===== config.mk =====
export PLATFORM = sky130hd
export DESIGN_NAME = mux_arb_nto1
export DESIGN_NICKNAME = d
export VERILOG_FILES = /design/src/rtl/mux_arb_nto1_pkg.sv /design/src/rtl/mux_arb_nto1_rr_arbiter.sv /design/src/rtl/mux_arb_nto1.sv
export VERILOG_INCLUDE_DIRS = /design/src /design/src/rtl
export SDC_FILE = /design/constraint.sdc
export NUM_CORES = 1
export LEC_CHECK = 0
export ABC_AREA = 1
export BUFFER_PORTS_ARGS = -buffer_cell sky130_fd_sc_hd__buf_2
export CAP_MARGIN = 10
export CORE_ASPECT_RATIO = 0.7
export CORE_UTILIZATION = 45
export DETAILED_ROUTE_END_ITERATION = 16
export GPL_TIMING_DRIVEN = 0
export PLACE_DENSITY = 0.77
export SYNTH_ARGS = -nofsm -noshare
export SYNTH_HDL_FRONTEND = slang
export SYNTH_SLANG_ARGS = --single-unit

===== constraint.sdc =====
create_clock -name clk -period 3.25 [get_ports clk]
set_clock_uncertainty 0.2 [all_clocks]
set_input_delay 0.325 -clock clk [delete_from_list [all_inputs] [get_ports clk]]
set_output_delay 0.325 -clock clk [all_outputs]
set_load 0.02 [all_outputs]

===== src/rtl/mux_arb_defs.vh =====
// ============================================================================
// mux_arb_defs.vh : mode encodings shared by the mux_arb_nto1 family
// Revision: 1.0
// ============================================================================
localparam logic MODE_FIXED = 1'b0;
localparam logic MODE_RR    = 1'b1;


===== src/rtl/mux_arb_nto1_pkg.sv =====
// ============================================================================
// mux_arb_nto1_pkg : default sizes and index helpers for the N:1 arbiter mux
// Revision: 1.0
// ============================================================================
`default_nettype none

package mux_arb_nto1_pkg;

    localparam int DEF_WIDTH = 32;
    localparam int DEF_N     = 4;

    // Successor of idx in a ring of n entries; wraps at n, not at a power of 2.
    function automatic int wrap_inc(input int idx, input int n);
        return (idx >= n - 1) ? 0 : idx + 1;
    endfunction

endpackage

`default_nettype wire


===== src/rtl/mux_arb_nto1_rr_arbiter.sv =====
// ============================================================================
// rr_arbiter : combinational rotate-priority search starting at ptr
// Revision: 1.0
// ============================================================================
`default_nettype none

module rr_arbiter
    import mux_arb_nto1_pkg::*;
#(
    parameter  int N     = DEF_N,
    localparam int SEL_W = $clog2(N)
) (
    input  logic [N-1:0]     req,
    input  logic [SEL_W-1:0] ptr,
    output logic [N-1:0]     grant_hot,
    output logic [SEL_W-1:0] grant_idx,
    output logic             any
);

    logic [SEL_W-1:0] w_idx;

    always_comb begin
        grant_hot = '0;
        grant_idx = '0;
        any       = 1'b0;
        // An out-of-range pointer is treated as 0 so indices >= N are never probed.
        w_idx     = (int'(ptr) < N) ? ptr : '0;
        for (int k = 0; k < N; k++) begin
            if (!any && req[w_idx]) begin
                any              = 1'b1;
                grant_hot[w_idx] = 1'b1;
                grant_idx        = w_idx;
            end
            w_idx = SEL_W'(wrap_inc(int'(w_idx), N));
        end
    end

endmodule

`default_nettype wire


===== src/rtl/mux_arb_nto1.sv =====
// ============================================================================
// mux_arb_nto1 : N-channel valid/ready merge onto one registered output,
//                fixed-select or round-robin source choice
// Revision: 1.0
// ============================================================================
`default_nettype none

module mux_arb_nto1
    import mux_arb_nto1_pkg::*;
#(
    parameter  int WIDTH = DEF_WIDTH,
    parameter  int N     = DEF_N,
    localparam int SEL_W = $clog2(N)
) (
    input  logic                 clk,
    input  logic                 rst_n,
    input  logic                 mode,
    input  logic [SEL_W-1:0]     sel,
    input  logic [N*WIDTH-1:0]   in_data,
    input  logic [N-1:0]         in_valid,
    output logic [N-1:0]         in_ready,
    output logic [WIDTH-1:0]     out_data,
    output logic                 out_valid,
    output logic [SEL_W-1:0]     out_src,
    input  logic                 out_ready
);

    `include "mux_arb_defs.vh"

    logic [WIDTH-1:0] out_data_q, out_data_d;
    logic             out_valid_q, out_valid_d;
    logic [SEL_W-1:0] out_src_q, out_src_d;
    logic [SEL_W-1:0] rr_ptr_q, rr_ptr_d;

    logic [N-1:0]     w_rr_hot;
    logic [SEL_W-1:0] w_rr_idx;
    logic             w_rr_any;

    logic [N-1:0]     w_fix_hot;
    logic [N-1:0]     w_grant_hot;
    logic [SEL_W-1:0] w_grant_idx;
    logic             w_grant_any;
    logic [WIDTH-1:0] w_grant_data;
    logic             w_load;

    rr_arbiter #(
        .N (N)
    ) u_rr_arbiter (
        .req       (in_valid),
        .ptr       (rr_ptr_q),
        .grant_hot (w_rr_hot),
        .grant_idx (w_rr_idx),
        .any       (w_rr_any)
    );

    // A sel value >= N matches no channel, so it yields no grant.
    always_comb begin
        w_fix_hot = '0;
        for (int i = 0; i < N; i++) begin
            w_fix_hot[i] = (sel == SEL_W'(i)) && in_valid[i];
        end
    end

    always_comb begin
        w_grant_hot = '0;
        w_grant_idx = '0;
        w_grant_any = 1'b0;
        case (mode)
            MODE_FIXED: begin
                w_grant_hot = w_fix_hot;
                w_grant_idx = sel;
                w_grant_any = |w_fix_hot;
            end
            MODE_RR: begin
                w_grant_hot = w_rr_hot;
                w_grant_idx = w_rr_idx;
                w_grant_any = w_rr_any;
            end
        endcase
    end

    always_comb begin
        w_grant_data = '0;
        for (int i = 0; i < N; i++) begin
            if (w_grant_hot[i]) begin
                w_grant_data = in_data[i*WIDTH +: WIDTH];
            end
        end
    end

    assign w_load   = !out_valid_q || out_ready;
    assign in_ready = {N{w_load}} & w_grant_hot;

    always_comb begin
        out_data_d  = out_data_q;
        out_valid_d = out_valid_q;
        out_src_d   = out_src_q;
        rr_ptr_d    = rr_ptr_q;
        if (w_load) begin
            if (w_grant_any) begin
                out_data_d  = w_grant_data;
                out_src_d   = w_grant_idx;
                out_valid_d = 1'b1;
                if (mode == MODE_RR) begin
                    rr_ptr_d = SEL_W'(wrap_inc(int'(w_grant_idx), N));
                end
            end else begin
                out_valid_d = 1'b0;
            end
        end
    end

    always_ff @(posedge clk or negedge rst_n) begin
        if (!rst_n) begin
            out_data_q  <= '0;
            out_valid_q <= 1'b0;
            out_src_q   <= '0;
            rr_ptr_q    <= '0;
        end else begin
            out_data_q  <= out_data_d;
            out_valid_q <= out_valid_d;
            out_src_q   <= out_src_d;
            rr_ptr_q    <= rr_ptr_d;
        end
    end

    assign out_data  = out_data_q;
    assign out_valid = out_valid_q;
    assign out_src   = out_src_q;

endmodule

`default_nettype wire


* Word-level counts from Yosys, hierarchy flattened *
Cells that the tools add are included.

storage, ports and cells
  register bits after elaboration = 37
  bits of input ports = 138
  output and inout port bits = 39
  logic and storage cells = 88

operators by class
  add/subtract/negate cells = 4
  $lt $le $gt $ge = 12
  eq/ne operators = 3
  multiplexer cells = 40
  bitwise operators = 5
  reductions and logical operators = 20

operators with widths
  cell                                                                    count
  32-bit 2-to-1 mux                                                       4
  2-bit 2-to-1 mux                                                        8
  4-bit 2-to-1 mux                                                        4
  1-bit 2-to-1 mux                                                        13
  2-bit by 3-bit < comparator with 1-bit output (second input constant)   4
  4-bit bitwise OR                                                        3
  1-bit logical AND                                                       11
  2-bit by 1-bit adder with 2-bit output (second input constant)          4
  1-bit binary-select mux with 2-bit select                               4
  1-bit demux with 2-bit select                                           4
  2-bit by 1-bit >= comparator with 1-bit output (second input constant)  4
  2-bit >= comparator (second input constant)                             4
  4-bit case mux with 2 select lines                                      1
  4-bit AND                                                               1
  2-bit == test (second input constant)                                   2
  1-bit logical NOT                                                       4
  2-bit case mux with 2 select lines                                      1
  4-bit OR reduction                                                      1
  3-bit AND reduction                                                     1
  2-bit by 1-bit == test with 1-bit output (second input constant)        1
  2-bit logical NOT                                                       1
  1-bit case mux with 2 select lines                                      1
  2-bit AND reduction                                                     1
  1-bit logical OR                                                        1
  1-bit NOT                                                               1

* Logic depth before layout (Yosys ltp) *
  depth after elaboration = 17
  depth in mapped cells = 20
  gate-level depth less buffers = 17

* Modules after synthesis *
Synthesis repeated with hierarchy kept, for this count alone.

unflattened totals
  cell total of the unflattened synthesis = 665
  area total of the unflattened synthesis = 3682.3 sq um

modules (own cells, without submodules)
  module        times used  cells each  area each (sq um)  seq. area each (sq um)
  mux_arb_nto1  1           573         3145.5             925.9
  rr_arbiter    1           92          536.8              0.0

* Least setup slack after synthesis *
OpenSTA, ideal clock, no wires.

  path type = register -> output
  start = register rr_ptr_q[0]
  end = output in_ready[2]
  arrival = 2.187 ns
  data required time = 2.725 ns
  slack = 0.538 ns
  stages on the path, launching flop included = 15
  path buffers = 2
  path through = dfrtp_1 -> buf_6 -> inv_2 -> ha_1 -> inv_1 -> nand2_1 -> nand2_1 -> nand2_1 -> nand2_2 -> nor3_2 -> nand2_1 -> nand3b_4 -> nand2_2 -> buf_2 -> nor2_1

on the way
  longest elaborated chain between the ends = 14
  elaborated cells between the ends (all ways) = 55
  classes of those cells = 3 x add/sub; 11 x order compare; 27 x mux; 4 x bitwise; 10 x reduce/logical

RTL lines
  element                                                                                      RTL line                                               text
  from (decl)                                                                                  mux_arb_nto1.sv:33                                     logic [SEL_W-1:0] rr_ptr_q, rr_ptr_d;
  from (signal assigned)                                                                       mux_arb_nto1.sv:123                                    rr_ptr_q <= rr_ptr_d;
  2-bit by 1-bit adder with 2-bit output (tied with other cells)                               mux_arb_nto1_pkg.sv:14                                 return (idx >= n - 1) ? 0 : idx + 1;
  2-bit 2-to-1 mux / 1-bit 2-to-1 mux (equally long branches)                                  mux_arb_nto1_pkg.sv:14, mux_arb_nto1_rr_arbiter.sv:29
  2-bit by 1-bit adder with 2-bit output (tied with other cells)                               mux_arb_nto1_pkg.sv:14
  2-bit 2-to-1 mux (tied with other cells)                                                     mux_arb_nto1_pkg.sv:14
  2-bit by 1-bit adder with 2-bit output (tied with other cells)                               mux_arb_nto1_pkg.sv:14
  2-bit 2-to-1 mux (tied with other cells)                                                     mux_arb_nto1_pkg.sv:14
  2-bit by 3-bit < comparator with 1-bit output (implied by the code) (tied with other cells)  mux_arb_nto1_rr_arbiter.sv:31                          grant_hot[w_idx] = 1'b1;
  1-bit logical AND (implied by the code) (tied with other cells)                              mux_arb_nto1_rr_arbiter.sv:31
  1-bit 2-to-1 mux (implied by the code) (tied with other cells)                               mux_arb_nto1_rr_arbiter.sv:31
  1-bit demux with 2-bit select (tied with other cells)                                        -
  4-bit bitwise OR (no source line) / 1-bit logical AND (equally long branches)                -
  4-bit 2-to-1 mux *                                                                           mux_arb_nto1_rr_arbiter.sv:29                          if (!any && req[w_idx]) begin
  4-bit case mux with 2 select lines *                                                         mux_arb_nto1.sv:68                                     case (mode)
  4-bit AND *                                                                                  mux_arb_nto1.sv:92                                     assign in_ready = {N{w_load}} & w_grant_hot;
  to (decl)                                                                                    mux_arb_nto1.sv:21                                     output logic [N-1:0] in_ready,

Mark *: on every way between the ends. The rest lies on a longest branch, timed or not. The select of a mux whose other input is x is not followed.

* Final worst setup path *
Same ends and word-level chain as after synthesis.

==> flow_summary_export.csv <==
group,metric,value,unit
outcome,status,"finished, final reports clean",
logic_synthesis,synth_area,3950,sq um
sta,setup_violations,0,
global_route,grt_start_max_net_pins,38,
drt,wl,12800,microns
worst_setup_path,r2r_start,"rr_ptr_q[0]",
logic_synthesis,ys_warn_count,0,
logic_synthesis,synth.distinct_cells,30,
worst_hold_path,min-delay-path-class,"input pin to async pin",
final_layout,num_antenna_cells,0,
worst_setup_path,crit_chain,"buf_6 > inv_4 > ha_4 > inv_2 > nand2_1 > nand2_1 > nand2_1 > nand2_2 > nor3_4 > nand2_1 > nand3b_4 > nand2_4 > buf_6 > nor2_1 > buf_4",
drt,vias,4980,
drt,post_drt_wl_per_cell,12.4,microns
worst_setup_path,max_stage_delay,380,ps
logic_synthesis,syn-num-nets,866,
floorplanning,die_h,80.4,microns
logic_synthesis,synth_compound_area_share,6.58,%
power_and_ir_drop,power,0.00452,W
sta,layout_min_cycle_time,3010,ps
drt,drt.antenna.violating_nets,0,
cts,h-tree-depth,2,
final_layout,fin_cells,1033,
final_layout,layout-drive-gt1-share,27.3,%
logic_synthesis,synth_fa_ha_area_share,1.90,%
drt,viasPerCell,4.82,
drt,drc_errors,0,
place,postPlaceCellArea,4980,sq um
sta,rsz0062_at_grt,"false",
global_route,antenna_found_initial,0,
place,dp.cells,1018,
cts,root_buffer,"clkbuf_16",
final_layout,fin_area,5280,sq um
floorplanning,rows,28,
floorplanning,start_util,46.6,%
sta,finalCritPeriodShare,92.6,%
worst_setup_path,crit_start,"rr_ptr_q[0]",
floorplanning,die-area,9170,sq um
place,io_buffers,176,
floorplanning,ios,177,
logic_synthesis,ys_seq_area_share,23.4,%
cts,cts_buffers,5,
logic_synthesis,synth_flop_cell,"dfrtp_1",
worst_setup_path,crit_top_cell,"nand2_1",
worst_setup_path,start_kind,"flip-flop",
sta,max_freq,332,MHz
worst_setup_path,cp.arrival,2480,ps
logic_synthesis,synth_xor_area_share,0,%
cts,cts_tree,"yes",
sta,worstMarginPinSlew,1050,ps
logic_synthesis,async_flop_share,100,%
logic_synthesis,synthMuxAreaShare,0,%
power_and_ir_drop,power_density,856,nW/um^2
floorplanning,die_w,114,microns
logic_synthesis,synth-edff-count,0,
flow_run,cap_violations,0,
drt,drt_iter0_markers,425,
place,gp_congestion,0.891,
worst_setup_path,path_class,"flip-flop to primary output",
place,dp_hpwl,9640,microns
cts,clock_path_buffers,2,
worst_setup_path,cp_max_fo,10,
logic_synthesis,avgSynthCellArea,5.47,sq um
cts,cts_hold_buf,0,
worst_setup_path,crit_path_end_kind,"primary output",
worst_setup_path,worstPathRequired,2720,ps
floorplanning,coreArea,8480,sq um
final_layout,area_growth,33.6,%
cts,path_clk_slew,60,ps
sta,finalSetupTns,0,ps
global_route,grt-ovfl-total,0,
cts,cts_sinks,37,
logic_synthesis,syn_inst,722,
global_route,grtUsageTotal,28.2,%
global_route,grt_pass1_wl,20200,microns
drt,drt_pre_antenna_iters,5,
sta,relSlewSlack,29.6,%
final_layout,nNetsFinal,1056,
power_and_ir_drop,leakage,3.57,nW
sta,hold_violations,0,
sta,drv_slew,0,
cts,clk_latency,270,ps
logic_synthesis,synth_seq_cells,37,
logic_synthesis,synth_top_family_by_area,"simple AND/OR/NAND/NOR gates",
power_and_ir_drop,peakVddDrop,395,uV
worst_setup_path,r2r_slack,380,ps
logic_synthesis,synthSimpleGateAreaFrac,48.4,%
global_route,grt_pass1_vias,4259,
worst_setup_path,slowest_stage,"dfrtp_1",
## power breakdown
group | switching [W] | internal, W | leakage [nW]
Clock | 0.000195 | 0.000384 | 0.0841
Sequential | 0.000138 | 0.000685 | 0.451
Combinational | 0.00201 | 0.00111 | 3.03
## final cells by class
cell class | count | area (sq um)
Multi-Input combinational cell | 498 | 2300
Inverter | 148 | 558
Tap cell | 120 | 150
Clock buffer | 7 | 143
Buffer | 38 | 229
Clock inverter | 1 | 30.0
Timing Repair Buffer | 184 | 943
Sequential cell | 37 | 927
Fill cell | 903 | 3200
## flip-flops by register name, summed over array words and instances (netlist names)
signal and count:
out_data 32, out_src 2, rr_ptr_q 2, out_valid 1
## worst paths after layout
path                                 to  cells past startpoint
hold reg to reg             out_data[2]                      2
hold / removal             out_data[23]                      1
min in group clk              out_valid                      2
max in group asynchronous   rr_ptr_q[1]                      1
setup reg to reg           out_data[29]                     19
setup / recovery            in_ready[2]                     15
## cell usage after synthesis (3+ instances only)
| cell type | instances | area, sq um |
|---|---|---|
| nand2_1 | 298 | 1120 |
| inv_1 | 137 | 514 |
| nand3_1 | 110 | 551 |
| dfrtp_1 | 37 | 926 |
| o21ai_0 | 26 | 130 |
| buf_2 | 18 | 90.1 |
| clkbuf_1 | 13 | 48.8 |
| o21ai_1 | 13 | 65.1 |
| inv_2 | 11 | 41.3 |
| nor2_1 | 10 | 37.5 |
| buf_6 | 7 | 78.8 |
| nand2_2 | 7 | 43.8 |
| ha_1 | 6 | 75.1 |
| a21oi_1 | 5 | 25.0 |
| nand4_1 | 4 | 25.0 |
| nand3b_1 | 3 | 22.5 |
## stage by stage
step / setup WS, ps / hold slack (ps) / util, %
3_5_place_dp: 173 / 260 / 58.8
2_1_floorplan: 538 / -171 / -
3_3_place_gp: 211 / 261 / 58.8
4_1_cts: -25.8 / 21.0 / 61.0
6_report: 241 / 1.06 / 62.3
5_1_grt: 44.5 / 60.8 / 62.3
## metal layers
metal  track usage (%)  part of all wire (%)  vias up
met5                 0                     0        -
met4              4.94                  0.81        0
met3              6.26                   7.9       12
met2              44.4                    44      199
met1              39.7                    47     2217
li1                  -                     -     2552
## critical path, delay by kind of cell, from the launching register on
kind,cells,cell delay (ps)
AND/OR/NAND/NOR,9,940
buffers and inverters,5,580
flip-flops,1,380
adder cells (fa/ha/maj),1,290
## kinds of logic (layout without fill, tap and decap cells)
logic type,after synthesis,after routing
simple gates,443,443
fa+ha+maj,6,6
buf+inv,187,378
compound gates,49,49
flops,37,37
## placed cells by master, fill, tap and decap left out, types with 2 or more instances in the layout
cell         n
clkbuf_1    13
ha_1         5
o21ai_0     26
buf_4       11
nand3b_1     3
nand2_4      4
o21ai_1     13
inv_1      136
buf_2      190
clkbuf_16    5
nor2_4       2
nand3_1    110
a21oi_1      5
inv_2       11
nand2_1    297
dfrtp_1     36
a31oi_1      2
nor2_1      10
nand4_1      4
nand2_2      5
buf_6        8
## timing repair
action                     in CTS  in global routing
setup buffers                   2                  6
gates resized for setup         3                 16
pin swaps                       1                  2
setup endpoints to repair       4                  4
(Power assumes the default switching activity.)
